### config.mk
export PLATFORM = sky130hd
export DESIGN_NAME = addr_cal
export DESIGN_NICKNAME = d
export VERILOG_FILES = /design/src/rtl/addr_cal.sv
export SDC_FILE = /design/constraint.sdc
export NUM_CORES = 1
export LEC_CHECK = 0
export ABC_AREA = 1
export CORE_MARGIN = 1.5
export CORE_UTILIZATION = 59
export CTS_CLUSTER_SIZE = 14
export DETAILED_ROUTE_END_ITERATION = 10
export HOLD_SLACK_MARGIN = 0.12
export PLACE_DENSITY = 0.9
export SKIP_CTS_REPAIR_TIMING = 1
export SYNTH_ARGS = -nofsm -noshare
export SYNTH_HDL_FRONTEND = slang
export SYNTH_SLANG_ARGS = --single-unit
### constraint.sdc
create_clock -name clk -period 0.82 [get_ports clk]
set_input_delay 0.082 -clock clk [delete_from_list [all_inputs] [get_ports clk]]
set_output_delay 0.082 -clock clk [all_outputs]
set_load 0.02 [all_outputs]
### src/rtl/addr_cal.sv
// Sprite address calculator: maps the current pixel to a sprite-memory address, registered once.
// Optional macro ADDR_CAL_FLIP_EN enables horizontal mirroring via sprite_info[30].
module addr_cal (
  input  logic        clk,
  input  logic        reset,
  input  logic [79:0] pattern_info,
  input  logic [31:0] sprite_info,
  input  logic [9:0]  hcount,
  input  logic [9:0]  vcount,
  output logic [15:0] addr_output,
  output logic        valid
);

`ifdef ADDR_CAL_FLIP_EN
  localparam logic FLIP_EN = 1'b1;
`else
  localparam logic FLIP_EN = 1'b0;
`endif

  logic [15:0] base, tile_w, tile_h, tot_w, tot_h;
  logic        visible, flip;
  logic [9:0]  spr_x, spr_y, shift;

  assign base    = pattern_info[79:64];
  assign tile_w  = pattern_info[63:48];
  assign tile_h  = pattern_info[47:32];
  assign tot_w   = pattern_info[31:16];
  assign tot_h   = pattern_info[15:0];
  assign visible = sprite_info[31];
  assign flip    = sprite_info[30];
  assign spr_x   = sprite_info[29:20];
  assign spr_y   = sprite_info[19:10];
  assign shift   = sprite_info[9:0];

  logic [11:0] eff_x, dx, dy;
  logic        in_x, in_y, hit;
  logic [15:0] tw_m1, th_m1, lx_raw, lx, ly;
  logic [15:0] addr_d, addr_q;
  logic        valid_d, valid_q;

  // 12-bit signed offsets; a set sign bit means the pixel is left of / above the sprite
  always_comb begin
    eff_x   = {2'b00, spr_x} - {2'b00, shift};
    dx      = {2'b00, hcount} - eff_x;
    dy      = {2'b00, vcount} - {2'b00, spr_y};
    in_x    = ~dx[11] && ({5'b00000, dx} < {1'b0, tot_w});
    in_y    = ~dy[11] && ({5'b00000, dy} < {1'b0, tot_h});
    hit     = visible && in_x && in_y;
    tw_m1   = tile_w - 16'd1;
    th_m1   = tile_h - 16'd1;
    lx_raw  = {4'b0000, dx} & tw_m1;
    ly      = {4'b0000, dy} & th_m1;
    lx      = (FLIP_EN & flip) ? (tw_m1 - lx_raw) : lx_raw;
    valid_d = hit;
    addr_d  = hit ? (base + ly * tile_w + lx) : 16'd0;
  end

  always_ff @(posedge clk or negedge reset) begin
    if (!reset) begin
      addr_q  <= 16'd0;
      valid_q <= 1'b0;
    end else begin
      addr_q  <= addr_d;
      valid_q <= valid_d;
    end
  end

  assign addr_output = addr_q;
  assign valid       = valid_q;

endmodule

==> results of run 1 <==
## layer usage
metal / GRT overflow / GRT usage (%)
met1: 0 / 64.9
met2: 0 / 89.9
met3: 0 / 57.0
met4: 5 / 72.4
met5: 0 / 12.6
## stage by stage
step | hold WS (ns) | TNS (ns) | cells | cell area [um^2]
after CTS | 0.170 | -94.01 | 1581 | 11000
after floorplan | -0.214 | -68.51 | 1074 | 7730
after detailed placement | 0.436 | -92.99 | 1577 | 10900
after global placement | 0.431 | -86.81 | 1577 | 10900
## kinds of logic after synthesis
| kind of cell | share of synthesized area [%] |
|---|---|
| compound gates | 5.67 |
| buf+inv | 15.2 |
| simple gates | 23.1 |
| flops | 5.63 |
| xor+xnor | 4.99 |
| fa+ha+maj | 45.5 |
## cells in the mapped netlist (all sizes together)
cell type / instances / area [um^2]
a21o: 6 / 45.0
a21oi: 39 / 195
a22oi: 1 / 7.51
a31oi: 3 / 18.8
and2: 2 / 12.5
buf: 2 / 10.0
clkbuf: 8 / 30.0
clkinv: 3 / 12.5
dfrtp: 17 / 425
fa: 104 / 2080
ha: 108 / 1350
inv: 291 / 1090
nand2: 235 / 897
nand3: 52 / 260
nand3b: 2 / 15.0
nand4: 8 / 50.1
nor2: 110 / 430
nor3: 5 / 25.0
nor3b: 1 / 7.51
nor4: 4 / 25.0
o2111a: 1 / 11.3
o211ai: 1 / 7.51
o21ai: 19 / 95.1
o21bai: 4 / 30.0
o221ai: 2 / 17.5
or2: 3 / 18.8
xnor2: 13 / 114
xor2: 30 / 263
==> impl_metrics.env, run 1 <==
export IMPL_port_buffers=145
export IMPL_cts_buffers=3
export IMPL_grt_max_degree=18
export IMPL_worst_endpoint="addr_output[15]$_DFF_PN0_/D"
export IMPL_synth_seq_area_share_pct=5.63
export IMPL_cts_sinks=17
export IMPL_ys_types=35
export IMPL_grt_overflow_total=5
export IMPL_haltStage="global routing (5_1_grt)"
export IMPL_fp_row_count=41
export IMPL_die_width_um=116
export IMPL_start_util_pct=60.1
export IMPL_syn_mean_instance_area_um2=7.03
export IMPL_syn_area_um2=7550
export IMPL_syn_inst=1074
export IMPL_toolErrorMsg="[ERROR GRT-0232] Routing congestion too high. Check the congestion heatmap in the GUI."
export IMPL_fp_dieH_um=116
export IMPL_ys_ff_latch=17
export IMPL_cts_path_max_buffers=2
export IMPL_worstEpCategory="register input"
export IMPL_routabilityCongestion=1.04
export IMPL_ys_warn_count=0
export IMPL_hpwl_mm=23.2
export IMPL_dpl_worst_slack_ns=-6.67
export IMPL_clockRootBuffer="clkbuf_16"
export IMPL_ioPinCount=151
export IMPL_htreeDepth=1
export IMPL_syn_num_nets=1420
export IMPL_gr_usage_all_layers_pct=69.8
export IMPL_status="stopped before the end"
==> run 2: changes to the inputs <==
- CORE_UTILIZATION: 59 -> 40
- CTS_CLUSTER_SIZE: 14 -> default
- HOLD_SLACK_MARGIN: 0.12 -> default
- PLACE_DENSITY: 0.9 -> default
- PLACE_DENSITY_LB_ADDON: default -> 0.15
==> impl_metrics.env, run 2 <==
export IMPL_htreeDepth=1
export IMPL_synthMuxAreaShare_pct=0
export IMPL_tns_ns=-73.66
export IMPL_drtIter0Drc=187
export IMPL_largest_reg_flops=16
export IMPL_fp_dieH_um=140
export IMPL_synth_top_family_by_area="adder cells"
export IMPL_synth_simple_gate_area_share_pct=23.1
export IMPL_ys_warn_count=0
export IMPL_crit_arrival_ns=6.67
export IMPL_status="finished, violations left"
export IMPL_place_area_um2=11000
export IMPL_yosysMostFrequentCell="inv_1"
export IMPL_fin_crit_sh_pct=796
export IMPL_cpPeakStageDelay_ns=0.58
export IMPL_dr_pass1_iters=5
export IMPL_synth_top_area_cell="fa_1"
export IMPL_relSlewSlack_pct=72.7
export IMPL_synth_compound_area_share_pct=5.67
export IMPL_hold_worst_slack_ns=0.162
export IMPL_ant_nets=0
export IMPL_areaGrowthSynthToFinish_pct=57.3
export IMPL_ioPinCount=151
export IMPL_cp_data_required_time_ns=0.96
export IMPL_num_vias=7674
export IMPL_grt_overflow_total=0
export IMPL_drv_cap=0
export IMPL_cts_sinks=17
export IMPL_rsz0062_at_grt="yes"
export IMPL_routabilityCongestion=0.925
export IMPL_gr_usage_all_layers_pct=22.6
export IMPL_layout_nets=1785
export IMPL_num_antenna_cells=0
export IMPL_routed_wl_mm=22.5
export IMPL_post_drt_wl_per_cell_um=13.4
export IMPL_cts_tree="done"
export IMPL_fp_row_count=50
export IMPL_start_util_pct=40.6
export IMPL_antenna_found_initial=0
export IMPL_synthArstFlopShare_pct=100
export IMPL_ys_top_cells_by_area="fa_1 28%, ha_1 18%, inv_1 14%"
export IMPL_clockRootBuffer="clkbuf_16"
export IMPL_port_buffers=145
export IMPL_layout_drive_gt1_share_pct=27.8
export IMPL_core_area_um2=18600
export IMPL_worst_slack_ns=-5.70
export IMPL_grt_max_degree=18
export IMPL_viasPerCell=4.59
export IMPL_crit_path_start_kind="input pin"
export IMPL_ys_types=35
export IMPL_synth_main_ff_cell="dfrtp_1"
export IMPL_die_width_um=140
export IMPL_synth_seq_area_share_pct=5.63
export IMPL_slowest_stage="fa_2"
export IMPL_ys_ff_latch=17
export IMPL_hpwl_mm=19.5
export IMPL_finalMaxSlewViolations=0
export IMPL_final_instance_count_excl_fill=1672
export IMPL_fin_crit_ns=6.52
export IMPL_nFillCells=1684
export IMPL_syn_mean_instance_area_um2=7.03
export IMPL_syn_area_um2=7550
export IMPL_layout_commonest_cell="inv_1"
export IMPL_grt_pass1_vias=7744
export IMPL_endpoint_kind="flop"
export IMPL_cts_clk_slew_worst_paths_ns=0.05
export IMPL_synthDominantCellAreaShare_pct=27.6
export IMPL_syn_inst=1074
export IMPL_fmax_mhz=153
export IMPL_mostFrequentLayoutCells="258 x inv_1, 209 x nand2_1, 205 x buf_4, 113 x clkdlybuf4s50_1, 102 x nor2_1"
export IMPL_violations="setup timing"
export IMPL_powerDensity_nw_per_um2=3340
export IMPL_finalHoldViolCount=0
export IMPL_finalPower_mw=39.7
export IMPL_synth_commonest_cells="289 x inv_1, 229 x nand2_1, 108 x ha_1, 107 x nor2_1, 104 x fa_1"
export IMPL_synth_edf_count=0
export IMPL_drc=0
export IMPL_dpl_cell_count=1647
export IMPL_worstSetupPathType="input pin to flop"
export IMPL_cts_path_max_buffers=2
export IMPL_synthAdderAreaFrac_pct=45.5
export IMPL_vdd_drop_max_uv=2700
export IMPL_setup_viol=34
export IMPL_grt_pass1_wl_mm=35.9
export IMPL_cts_buffers=3
export IMPL_crit_fanout=5
export IMPL_path_common_cell="nand2_1"
export IMPL_p_leak_nw=6.55
export IMPL_final_area_um2=11900
export IMPL_tightest_slew_ns=0.405
export IMPL_die_area_um2=19700
export IMPL_hold_class="input pin to asynchronous set/reset pin"
export IMPL_synthXorXnorAreaFrac_pct=4.99
export IMPL_syn_num_nets=1420
==> run 2: layout make-up <==
class,instances,area [um^2],share of cell area [%]
timing repair buffer,369,3270,27.5
multi-input combinational,753,6680,56.2
clock buffer,3,75.1,0.632
inverter,294,1130,9.49
timing repair inverter,1,6.26,0.0527
tap,234,293,2.47
clock inverter,1,5.00,0.0421
sequential,17,425,3.58
==> run 2: critical path: cells and delay by family <==
family / cells / cell delay, ns
AO/OA/AOI/OAI: 10 / 1.36
AND/OR/NAND/NOR: 17 / 1.22
adder cells (fa/ha/maj): 8 / 3.27
XOR/XNOR: 2 / 0.37
buffers and inverters: 7 / 0.37
==> run 2: metrics by stage <==
step           worst slack [ns]  utilization [%]
2_1_floorplan             -5.49                -
5_1_grt                   -6.09             63.9
3_3_place_gp              -6.29             59.2
6_report                  -5.70             63.9
3_5_place_dp              -6.43             59.2
4_1_cts                   -6.21             59.6
==> run 2: per-layer routing <==
layer  global-route usage (%)  wire [um]  up-vias
met5                        0          0        -
met4                     3.82        259        0
met3                     2.80       1070       18
met2                     40.3      11100      188
met1                     29.6      10000     3531
li1                         -          -     3937
==> run 2: worst paths after layout <==
kind                            startpoint              end  cells past startpoint
hold / removal                       reset  addr_output[15]                      2
max in group asynchronous            reset            valid                      2
setup / recovery            sprite_info[2]  addr_output[15]                     44
min in group clk           sprite_info[31]            valid                      4
==> run 2: cell families (layout without fill, tap and decap cells) <==
kind of cell    count (synthesis)  after routing
xor+xnor                       43             43
flops                          17             17
buf+inv                       304            668
simple gates                  422            422
fa+ha+maj                     212            212
compound gates                 76             76
==> run 2: power by group <==
group          switching (mW)  internal (mW)  total (mW)
combinational            18.6           19.0        37.6
sequential             0.0636           1.03        1.10
clock                   0.325          0.653       0.978
total                    19.0           20.7        39.7
No activity file was read; power rests on OpenSTA's default activity.
